--- src/rtl/ph_alarm_monitor.sv ---
// Debounced warning/alarm stage for the blood-pH analyzer flags.
// Consecutive-sample run counters feed a latched alarm FSM with operator acknowledge.
module ph_alarm_monitor #(
    parameter int WARN_COUNT  = 3,
    parameter int ALARM_COUNT = 4,
    parameter int CLEAR_COUNT = 2,
    parameter int CNT_W       = 4
) (
    input  logic       clk,
    input  logic       rst,
    input  logic       sampleValid,
    input  logic       abnormalityP,
    input  logic       abnormalityQ,
    input  logic       alarmAck,
    output logic       warning,
    output logic       alarm,
    output logic [1:0] state,
    output logic [7:0] alarmCount
);

    typedef enum logic [1:0] {
        NORMAL = 2'b00,
        WARN   = 2'b01,
        ALARM  = 2'b10,
        ACKED  = 2'b11
    } state_t;

    state_t stateReg;

    // A Q-only flag cannot come from the analyzer, so Q always implies P.
    logic pE, qE;
    assign pE = abnormalityP | abnormalityQ;
    assign qE = abnormalityQ;

    logic ackTake;
    assign ackTake = (stateReg == ALARM) && alarmAck;

    // Index 0: P run (WARN), 1: Q run (ALARM), 2: normal run (CLEAR).
    logic [2:0] runFlag;
    logic [2:0] runHit;
    assign runFlag = {!pE, qE, pE};

    genvar gi;
    generate
        for (gi = 0; gi < 3; gi++) begin : runGen
            localparam logic [CNT_W-1:0] LIM = CNT_W'((gi == 0) ? WARN_COUNT :
                                                     (gi == 1) ? ALARM_COUNT : CLEAR_COUNT);
            logic [CNT_W-1:0] runReg;
            logic [CNT_W-1:0] runNext;

            always_comb begin
                runNext = runReg;
                if (sampleValid) begin
                    if (!runFlag[gi])
                        runNext = '0;
                    else if (runReg == LIM)
                        runNext = LIM;
                    else
                        runNext = runReg + CNT_W'(1);
                end
            end

            assign runHit[gi] = sampleValid && (runNext == LIM);

            // On acknowledge the runs restart from the concurrent sample only.
            always_ff @(posedge clk) begin
                if (rst)
                    runReg <= '0;
                else if (ackTake)
                    runReg <= CNT_W'(sampleValid && runFlag[gi]);
                else
                    runReg <= runNext;
            end
        end
    endgenerate

    logic hitP, hitQ, hitOk;
    assign hitP  = runHit[0];
    assign hitQ  = runHit[1];
    assign hitOk = runHit[2];

    always_ff @(posedge clk) begin
        if (rst) begin
            stateReg   <= NORMAL;
            warning    <= 1'b0;
            alarm      <= 1'b0;
            alarmCount <= 8'd0;
        end else begin
            case (stateReg)
                NORMAL, WARN, ACKED: begin
                    if (hitQ) begin
                        stateReg <= ALARM;
                        warning  <= 1'b0;
                        alarm    <= 1'b1;
                        if (alarmCount != 8'hFF)
                            alarmCount <= alarmCount + 8'd1;
                    end else if (stateReg == NORMAL) begin
                        if (hitP) begin
                            stateReg <= WARN;
                            warning  <= 1'b1;
                        end
                    end else if (hitOk) begin
                        stateReg <= NORMAL;
                        warning  <= 1'b0;
                    end
                end
                ALARM: begin
                    // Latched: only the operator can leave ALARM.
                    if (alarmAck) begin
                        stateReg <= ACKED;
                        warning  <= 1'b1;
                        alarm    <= 1'b0;
                    end
                end
                default: stateReg <= NORMAL;
            endcase
        end
    end

    assign state = stateReg;

endmodule

--- config.mk ---
export PLATFORM = sky130hd
export DESIGN_NAME = ph_alarm_monitor
export DESIGN_NICKNAME = d
export VERILOG_FILES = /design/src/rtl/ph_alarm_monitor.sv
export SDC_FILE = /design/constraint.sdc
export NUM_CORES = 1
export LEC_CHECK = 0
export ABC_AREA = 1
export CELL_PAD_IN_SITES_DETAIL_PLACEMENT = 1
export CELL_PAD_IN_SITES_GLOBAL_PLACEMENT = 1
export CORE_AREA = 2 2 68 70
export DETAILED_ROUTE_END_ITERATION = 12
export DIE_AREA = 0 0 70 72
export PLACE_DENSITY = 0.69
export SLEW_MARGIN = 20
export SYNTH_ARGS = -nofsm -noshare
export SYNTH_HDL_FRONTEND = slang
export SYNTH_SLANG_ARGS = --single-unit
--- constraint.sdc ---
create_clock -name clk -period 1.7 [get_ports clk]
set_input_delay 0.17 -clock clk [delete_from_list [all_inputs] [get_ports clk]]
set_output_delay 0.17 -clock clk [all_outputs]
set_load 0.1 [all_outputs]
# Word level (Yosys, flattened, before mapping)
# Cells that the tools add are included.
totals:
  reg_bits: 24
  inputBits: 6
  out_inout_bits: 12
  wordCells: 70
classes:
  add_sub_neg: 4
  eq_ne: 14
  muxes: 27
  bitwise_logic: 1
  reduce_logical: 14
ops:
  columns: ["cell", "count"]
  rows:
  - ["$mux 4", 9]
  - ["$eq 4x2->1 const B", 4]
  - ["$add 4x1->4 const B", 3]
  - ["$mux 1", 10]
  - ["$mux 2", 5]
  - ["$add 8x1->8 const B", 1]
  - ["$eq 4x3->1 const B", 2]
  - ["$ne 4x4->1 const B", 2]
  - ["$ne 8x8->1 const B", 1]
  - ["$logic_and 1x1->1", 7]
  - ["$reduce_and 3->1", 2]
  - ["$eq 2x2->1 const B", 2]
  - ["$ne 2x2->1 const B", 2]
  - ["$pmux 1 s2", 2]
  - ["$pmux 2 s2", 1]
  - ["$reduce_or 3->1", 1]
  - ["$eq 2x1->1 const B", 1]
  - ["$logic_not 2->1", 1]
  - ["$reduce_and 2->1", 1]
  - ["$reduce_or 2->1", 1]
  - ["$logic_not 1->1", 1]
  - ["$or 1x1->1", 1]

# Longest topological paths before layout
# Gate-level depths: netlist of run 1.
logic_depth:
  word_depth: 10
  mapped_depth: 14
  depth_no_buf: 14

# Worst setup path before layout of run 1
# No wires, ideal clock.
synth_timing:
  path_type: "register to register"
  start: "reg alarmCount[1]"
  end: "reg alarmCount[4]"
  setup_time_ns: 0.070
  arrival_ns: 2.202
  t_required_ns: 1.630
  slack_ns: -0.572
  path_stages_with_launch: 9
  n_path_buf: 1
  period_less_slack_ns: 2.272
  cell_sequence: "dfxtp_1 -> ha_1 -> nand4_1 -> nor2_1 -> nand2_1 -> nand3_2 -> buf_6 -> nand2_1 -> a21oi_1"
synth_between:
  elab_chain_cells: 2
  elab_cells_between_ends: 3
  classes_between: "1 x add/sub; 1 x eq/ne; 1 x reduce/logical"
synth_lines:
  columns: ["element", "line", "source"]
  rows:
  - ["start, declared", "18", "output logic [7:0] alarmCount"]
  - ["start signal, assigned", "96", "alarmCount <= alarmCount + 8'd1;"]
  - ["branches (longest 2 deep; another with $add 8x1->8)", null, null]
# Parallel ways; which one is timed is not known.
# A chain may end at the register's enable or synchronous reset.

# Worst setup path after layout of run 1
layout_timing:
  start: "reg runGen[1].runReg[0]"
  end: "reg warning"
layout_between:
  elab_chain_cells: 8
  elab_cells_between_ends: 12
  classes_between: "1 x add/sub; 4 x eq/ne; 5 x mux; 2 x reduce/logical"
layout_lines:
  columns: ["element", "line", "source"]
  rows:
  - ["start, declared", "48", "logic [CNT_W-1:0] runReg;"]
  - ["start signal, assigned", "70", "runReg <= CNT_W'(sampleValid && runFlag[gi]);"]
  - ["start signal, assigned", "72", "runReg <= runNext;"]
  - ["$add 4x1->4 / $eq 4x3->1 (equally long branches)", "59, 56", null]
  - ["$mux 4", "56", "else if (runReg == LIM)"]
  - ["$mux 4", "54", "if (!runFlag[gi])"]
  - ["$mux 4 (*)", "53", "if (sampleValid) begin"]
  - ["$eq 4x3->1 (*)", "63", "assign runHit[gi] = sampleValid && (runNext == LIM);"]
  - ["$logic_and 1x1->1 (*)", "63", null]
  - ["$ne 4x4->1 (no line) / $mux 1 (equally long branches)", null, null]
  - ["$reduce_and 3->1 (no line) / $pmux 1 s2 (equally long branches)", null, null]
  - ["end signal, assigned", "85", "warning <= 1'b0;"]
  - ["end signal, assigned", "93", "warning <= 1'b0;"]
  - ["end signal, assigned", "100", "warning <= 1'b1;"]
  - ["end, declared", "15", "output logic warning,"]
# Every way passes the cells marked *; elsewhere a longest branch is shown, timed or not.

==> summary.md, run 1 <==
| Metric | Value |
|---|---|
| CTS H-tree depth | 1 |
| Final Skew | 0.005761 ns |
| Crit path max fanout | 7 |
| Clock sinks | 23 |
| TritonCTS clock tree | done |
| Worst slack, placed | -0.2570 ns |
| Req. time, crit path | between 1.5 and 2 ns |
| Register area share after synthesis | a little under a third |
| Die span in y | roughly 72 um |
| YS warnings | 0 |
| CP peak stage delay | between 0.3 and 0.4 ns |
| Remaining DRCs | 0 |
| Fin Setup TNS | 0 ns |
| Final Hold Vio Count | 0 |
| CP delay by family, top | simple AND/OR/NAND/NOR gates |
| Post-Syn Area per Cell | roughly 7 sq um |
| Syn_nets | between 200 and 250 |
| CP max stage cell | dfxtp_2 |
| GP Congestion | between 0.7 and 0.8 |
| CTS Buf Count | 3 |
| Synth area leaders | dfxtp_1 31%, nand2_1 13%, nor2_1 6.7% |
| Cell count after synthesis | 210 |
| Met3 wire length | approximately 70 um |
| Post-route setup slack | 0.01547 ns |
| Total GRT Usage | around 17% |
| Largest net degree at the start of global routing | 13 |
| PD cells | around 720 nW/um^2 |
| Final Instance Count excl. Fillers | about 310 |
| Top cell type's share of synthesized area | a little under a third |
| Synth Register Bits | 23 |
| Antenna violations before repair | 0 |
| Fmax | slightly below 0.6 GHz |
| Share of cells above drive strength 1 | a little under two fifths |
| Area leader, netlist | dfxtp_1 |
| Nature of the critical path startpoint | flop |
| Count of cell types in the netlist | 31 |
| Cell Area, Synth | roughly 1500 sq um |
| Pwr Total | roughly 1.5 mW |
| Die Width | ~70 um |
| Post-route minimum period | around 1.7 ns |
| Longest Clk Path Bufs | 2 |
| Max Slew Vio Count | 0 |
| Final #Nets | 275 |
| Dpl cells | 308 |
| First-pass DRT Iterations | 4 |
| Worst-path cell chain | buf_4 -> ha_4 -> o21ai_2 -> nand2_1 -> nand2_2 -> nand2_4 -> nor2_8 -> buf_12 -> nor2_4 -> nand2_4 -> nand3_2 -> nand2_1 -> nor2_2 |
| M1 wire length | ~1900 um |
| Worst min path class | input port to flop |
| Met2 wire length | ~2000 um |
| WL/cell | around 13 um |
| Uppermost layer routed | met4 |
| RSZ-0062 raised after global routing | true |
| Fillers | approximately 550 |
| Total wire length | around 4000 um |
| Vias per std cell | roughly 4.8 |
| VDD IR max | between 0.3 and 0.4 mV |
| Most common cell after layout, fill and taps aside | nand2_1 |
| Worst Max-Slew Pin Slew | 0.2744 ns |
| Vias in the first global route | approximately 1600 |
| Type of the worst setup path | flop to flop |
| Status | finished clean |
| Total gr overflow | 0 |
| Multi-input logic area | 955.9 sq um |
| Initial Utilization | between 30 and 40% |
| Iter 0 DRT Violations | 25 |
| Leakage | between 0.9 and 1 nW |
| Buffer and inverter count on the worst path | 2 |
| Max-cap check violation count | 0 |
| First-pass GRT wire length | 6920 um |
| Relative slew slack | 81.57% |
| Vias | 1517 |
| Reg clk slew, reported paths | about 0.090 ns |
| Reg area | 485.5 sq um |
| Most frequent cells in the layout | 46 x nand2_1, 41 x buf_4, 25 x nor2_1 |
| Core Box Area | 4264 sq um |
| # setup viols final | 0 |
| P&R area growth vs syn | 43.94% |
| Diode count | 0 |
| Number of buffer cells added on primary ports | 17 |
| Clk Latency, worst-skew pair | ~0.26 ns |
| Die Area | roughly 5000 sq um |
| Cell Rows | 24 |
| Tcrit/Tclk final | slightly below 100% |
| CP endpoint kind | flop |
| Arr. time, crit path | between 1.5 and 2 ns |
| I/O pins | 18 |
| ANT nets after route | 0 |
| DP HPWL | ~3100 um |
| Root buffer cell | clkbuf_8 |
-- kinds of logic (layout without fill, tap and decap cells) --
logic type | after synthesis | count (layout) | synth area share, %
AOI/OAI and AO/OA | 28 | 28 | 11.52
xor gates and xnor gates | 7 | 7 | 4.181
adders and majority gates | 6 | 6 | 5.119
buffers and inverters | 31 | 83 | 9.215
DFF | 23 | 23 | 31.40
and+or+nand+nor | 115 | 115 | 38.57
-- worst reg2reg max path, cell delays in order (launching register included) --
cell	delay, ns
dfxtp_2	0.34
buf_4	0.14
ha_4	0.16
o21ai_2	0.11
nand2_1	0.09
nand2_2	0.09
nand2_4	0.07
nor2_8	0.13
buf_12	0.13
nor2_4	0.04
nand2_4	0.08
nand3_2	0.07
nand2_1	0.09
nor2_2	0.04
-- through the flow --
| step | hold slack, ns | cell area (sq um) | utilization, % |
|---|---|---|---|
| 6_report | 0.4404 | 2111 | 49.50 |
| 5_1_grt | 0.4885 | 2111 | 49.50 |
| 4_1_cts | 0.4958 | 2027 | 47.54 |
| 3_5_place_dp | 0.4810 | 1952 | 45.77 |
| 3_3_place_gp | 0.4790 | 1952 | 45.77 |
| 2_1_floorplan | 0.2294 | 1486 | - |
-- state kept, by name (all words and copies together) (netlist names) --
signal,count
state,1
warning,1
alarm,1
alarmCount,8
runGen.runReg,12
-- layout make-up --
class	count	area share, %
multi-input cells	156	45.29
well taps	52	3.082
inverters	28	4.979
flip-flops and latches	23	23.00
clock buffers	4	2.134
repair buffers	51	21.52
-- final timing paths --
kind         cells after the start                             end                           start  slack [ns]
max                             13            warning$_SDFFE_PP0P_  runGen[1].runReg[0]$_SDFF_PP0_        0.02
min                              5  runGen[1].runReg[1]$_SDFF_PP0_                    abnormalityQ        0.44
max reg2reg                     13            warning$_SDFFE_PP0P_  runGen[1].runReg[0]$_SDFF_PP0_        0.02
min reg2reg                      2      alarmCount[1]$_SDFFE_PP0P_      alarmCount[1]$_SDFFE_PP0P_        0.49
-- report_power, final --
part / switching (mW) / internal, mW / leakage, nW
Sequential: 0.0300 / 0.570 / 0.194
Clock: 0.183 / 0.167 / 0.0228
Combinational: 0.362 / 0.217 / 0.728
-- Yosys cell counts --
master    instances
nor2_1           26
nor2_2            2
a21oi_2           3
nor3_1            1
a211oi_1          1
nand3_1          14
nand4_1           8
a21oi_1          14
dfxtp_1          23
o21ai_2           2
nor3_4            1
o21ai_0           2
a31oi_1           2
nor2_4            1
nor2_8            1
ha_1              6
nand3_2           4
xor2_1            5
inv_1            24
buf_6             2
nor3_2            1
buf_4             1
o21a_1            1
inv_2             3
nand2_2           6
clkinv_1          1
xnor2_1           2
nand2_4           1
o211ai_1          1
o21ai_1           2
nand2_1          49
-- layer usage --
metal / vias up / GRT usage (%)
li1: 787 / -
met1: 718 / 20.82
met2: 10 / 31.01
met3: 2 / 2.500
met4: 0 / 2.564
met5: - / 0
-- what timing repair did --
item,4_1_cts,5_1_grt
setup buffers,0,2
hold buffers,0,0
resized for setup,6,19
pin swaps,2,10
cloned,0,0
endpoints found under the setup margin,10,8
Note: power is estimated with default switching activity, not from simulation.
==> run 2, diff against run 1 <==
==> constraint.sdc (replaced) <==
create_clock -name clk -period 1.7 [get_ports clk]
set_input_delay 0.34 -clock clk [delete_from_list [all_inputs] [get_ports clk]]
set_output_delay 0.34 -clock clk [all_outputs]
set_load 0.1 [all_outputs]
==> run 2 against run 1 <==
Clock power up 2%. Final cell count grew 1.6%. Critical path depth is 1 lower. Count of clock-buffer cells in the layout fell by 1. Via count is 3.0% higher. Sequential cell count unchanged. Fmax down 0.42%. Utilization rose by 3.5 points. Power up 5.2%. Largest power group is now combinational cells.
==> summary.md, run 2 (synthesis gave the netlist of run 1 again) <==
| Metric | Value |
|---|---|
| Share of cells above drive strength 1 | 40.07% (+1.9 points) |
| Fin Setup TNS | 0 ns (unchanged) |
| PD cells | 712.3 nW/um^2 (-1.7%) |
| Initial Utilization | 34.39% (unchanged) |
| Clock sinks | 23 (unchanged) |
| Clk Latency, worst-skew pair | 0.27 ns (about the same) |
| Remaining DRCs | 0 (unchanged) |
| First-pass DRT Iterations | 4 (unchanged) |
| Total gr overflow | 0 (unchanged) |
| Most common cell after layout, fill and taps aside | nand2_1 |
| Hold Crit Endpoint | alarmCount[1]$_SDFFE_PP0P_ |
| Arr. time, crit path | 1.91 ns (+0.06 ns) |
| CTS Buf Count | 3 (unchanged) |
| TritonCTS clock tree | done |
| Top flop regs | runGen.runReg (12), alarmCount (8) |
| RSZ-0062 raised after global routing | true |
| Reg clk slew, reported paths | 0.09 ns (about the same) |
| Status | finished clean |
| Worst Max-Slew Pin Slew | 0.2369 ns (-0.03751 ns) |
| Max-cap check violation count | 0 (unchanged) |
| GP Congestion | 0.8370 (+6.5%) |
| VDD IR max | 0.3656 mV (-5.7%) |
| Longest Clk Path Bufs | 2 (unchanged) |
| Total GRT Usage | 17.46% (+0.80 points) |
| # setup viols final | 0 (unchanged) |
| P&R area growth vs syn | 54.18% |
| Hold path start | alarmCount[1]$_SDFFE_PP0P_ |
| Die Width | 70 um (unchanged) |
| Vias per std cell | 4.900 (+1.4%) |
| Leakage | 0.9824 nW (+4.0%) |
| Die span in y | 72 um (unchanged) |
| Hold depth | 2 (-3) |
| Vias in the first global route | 1602 (+0.95%) |
| Largest net degree at the start of global routing | 14 (+1) |
| Crit path max fanout | 3 (-4) |
| Relative slew slack | 84.08% (+2.5 points) |
| Worst-path cell chain | inv_2 -> ha_4 -> a21oi_4 -> nand2_2 -> buf_4 -> a21oi_2 -> nand2_1 -> nand3_2 -> nand3_2 -> nand2_1 -> inv_1 -> nor2_2 |
| I/O pins | 18 (unchanged) |
| Antenna violations before repair | 0 (unchanged) |
| Core Box Area | 4264 sq um (unchanged) |
| Iter 0 DRT Violations | 39 (+56%) |
| Max reg flops | 12 (unchanged) |
| Type of the worst setup path | flop to flop |
| CP max stage cell | dfxtp_2 |
| Final #Nets | 280 (+1.8%) |
| Diode count | 0 (unchanged) |
| R2R Path End | warning$_SDFFE_PP0P_ |
| Number of buffer cells added on primary ports | 17 (unchanged) |
| First-pass GRT wire length | 7141 um (+3.2%) |
| WL/cell | 12.97 um (+1.9%) |
| Worst r2r src | runGen[1].runReg[0]$_SDFF_PP0_ |
| Die Area | 5040 sq um (unchanged) |
| CP endpoint kind | flop |
| Final Hold Vio Count | 0 (unchanged) |
| DP HPWL | 3170 um (+2.6%) |
| Reg2reg path depth | 12 (-1) |
| Most frequent cells in the layout | 47 x nand2_1, 36 x buf_4, 24 x nor2_1 |
| Max Slew Vio Count | 0 (unchanged) |
| CP peak stage delay | 0.36 ns (+0.02 ns) |
| Final Skew | 0.001868 ns (-0.003893 ns) |
| Worst min path class | flop to flop |
| Fmax | 0.5912 GHz (-0.42%) |
| Final Instance Count excl. Fillers | 319 (+1.6%) |
| Total wire length | 4137 um (+3.5%) |
| Dpl cells | 310 (+0.65%) |
| ANT nets after route | 0 (unchanged) |
| Vias | 1563 (+3.0%) |
| Nature of the critical path startpoint | flop |
| Tcrit/Tclk final | 99.50% (+0.41 points) |
| Cell Rows | 24 (unchanged) |
| CTS H-tree depth | 1 (unchanged) |
| Register name with the most flops | runGen.runReg |
| Post-route minimum period | 1.692 ns (+0.007023 ns) |
| CP delay by family, top | simple AND/OR/NAND/NOR gates |
| Root buffer cell | clkbuf_8 |
| Flop-to-flop setup slack | 0.008 ns (about the same) |
| Req. time, crit path | 1.91 ns (+0.04 ns) |
| Buffer and inverter count on the worst path | 3 (+1) |
[run 2: cell count changes in the layout (fill, tap and decap cells not counted), sizes merged]
| cell | before | now |
|---|---|---|
| dlygate4sd2 | 0 | 2 |
| buf | 46 | 51 |
| clkbuf | 4 | 3 |
| dlymetal6s2s | 2 | 0 |
| clkinv | 1 | 2 |
[run 2: timing repair]
action                                 4_1_cts  5_1_grt
resized for setup                            9       18
hold buffers                                 0        0
setup endpoints to repair                   11        6
endpoints found under the hold margin        0        0
pin swaps                                    4       13
buffers inserted                             1        4
[run 2: worst min-delay path, stage by stage (launching register included)]
cell and delay (ns):
dfxtp_4 0.37, inv_1 0.06, a21oi_2 0.04
[run 2: per-layer routing]
layer  global-route usage, %  up-vias  routed length (um)
met5                       0        -                   0
met4                   6.624        0                 120
met3                   2.222        9                  72
met2                   31.85       14                2045
met1                   21.01      748                1899
li1                        -      792                   -
[run 2: worst max path at each step]
stage	from	endpoint	slack, ns	cells after the start
2_1_floorplan	alarmCount[3]$_SDFFE_PP0P_	alarmCount[4]$_SDFFE_PP0P_	0.004	9
6_report	runGen[1].runReg[0]$_SDFF_PP0_	warning$_SDFFE_PP0P_	0.008	12
3_5_place_dp	sampleValid	warning$_SDFFE_PP0P_	-0.47	15
4_1_cts	runGen[1].runReg[0]$_SDFF_PP0_	warning$_SDFFE_PP0P_	0.002	14
5_1_grt	runGen[1].runReg[0]$_SDFF_PP0_	warning$_SDFFE_PP0P_	-0.11	12
3_3_place_gp	sampleValid	warning$_SDFFE_PP0P_	-0.43	15
[run 2: power by group]
group	internal (mW)	switching (mW)	leakage (nW)
logic	0.277	0.370	0.764
registers	0.570	0.0368	0.193
clock network	0.164	0.192	0.0255
total	1.01	0.599	0.982
[run 2: area by class of cell]
type | count | area [sq um]
repair buffers | 56 | 604.3
well taps | 52 | 65.06
clock buffers | 3 | 41.29
fillers | 534 | 2003
flip-flops and latches | 23 | 484.2
inverters | 28 | 105.1
clock inverters | 1 | 5.005
multi-input cells | 156 | 955.9
[run 2: through the flow]
step	hold WS, ns	cell area, sq um	power [mW]	utilization (%)	worst slack (ns)
2_1_floorplan	0.3994	1486	0.9572	-	0.003688
3_3_place_gp	0.4905	2079	1.173	48.77	-0.4349
3_5_place_dp	0.4931	2079	1.183	48.77	-0.4743
4_1_cts	0.5101	2168	1.571	50.85	0.001717
5_1_grt	0.5323	2261	1.702	53.02	-0.1111
6_report	0.5049	2261	1.610	53.02	0.008444
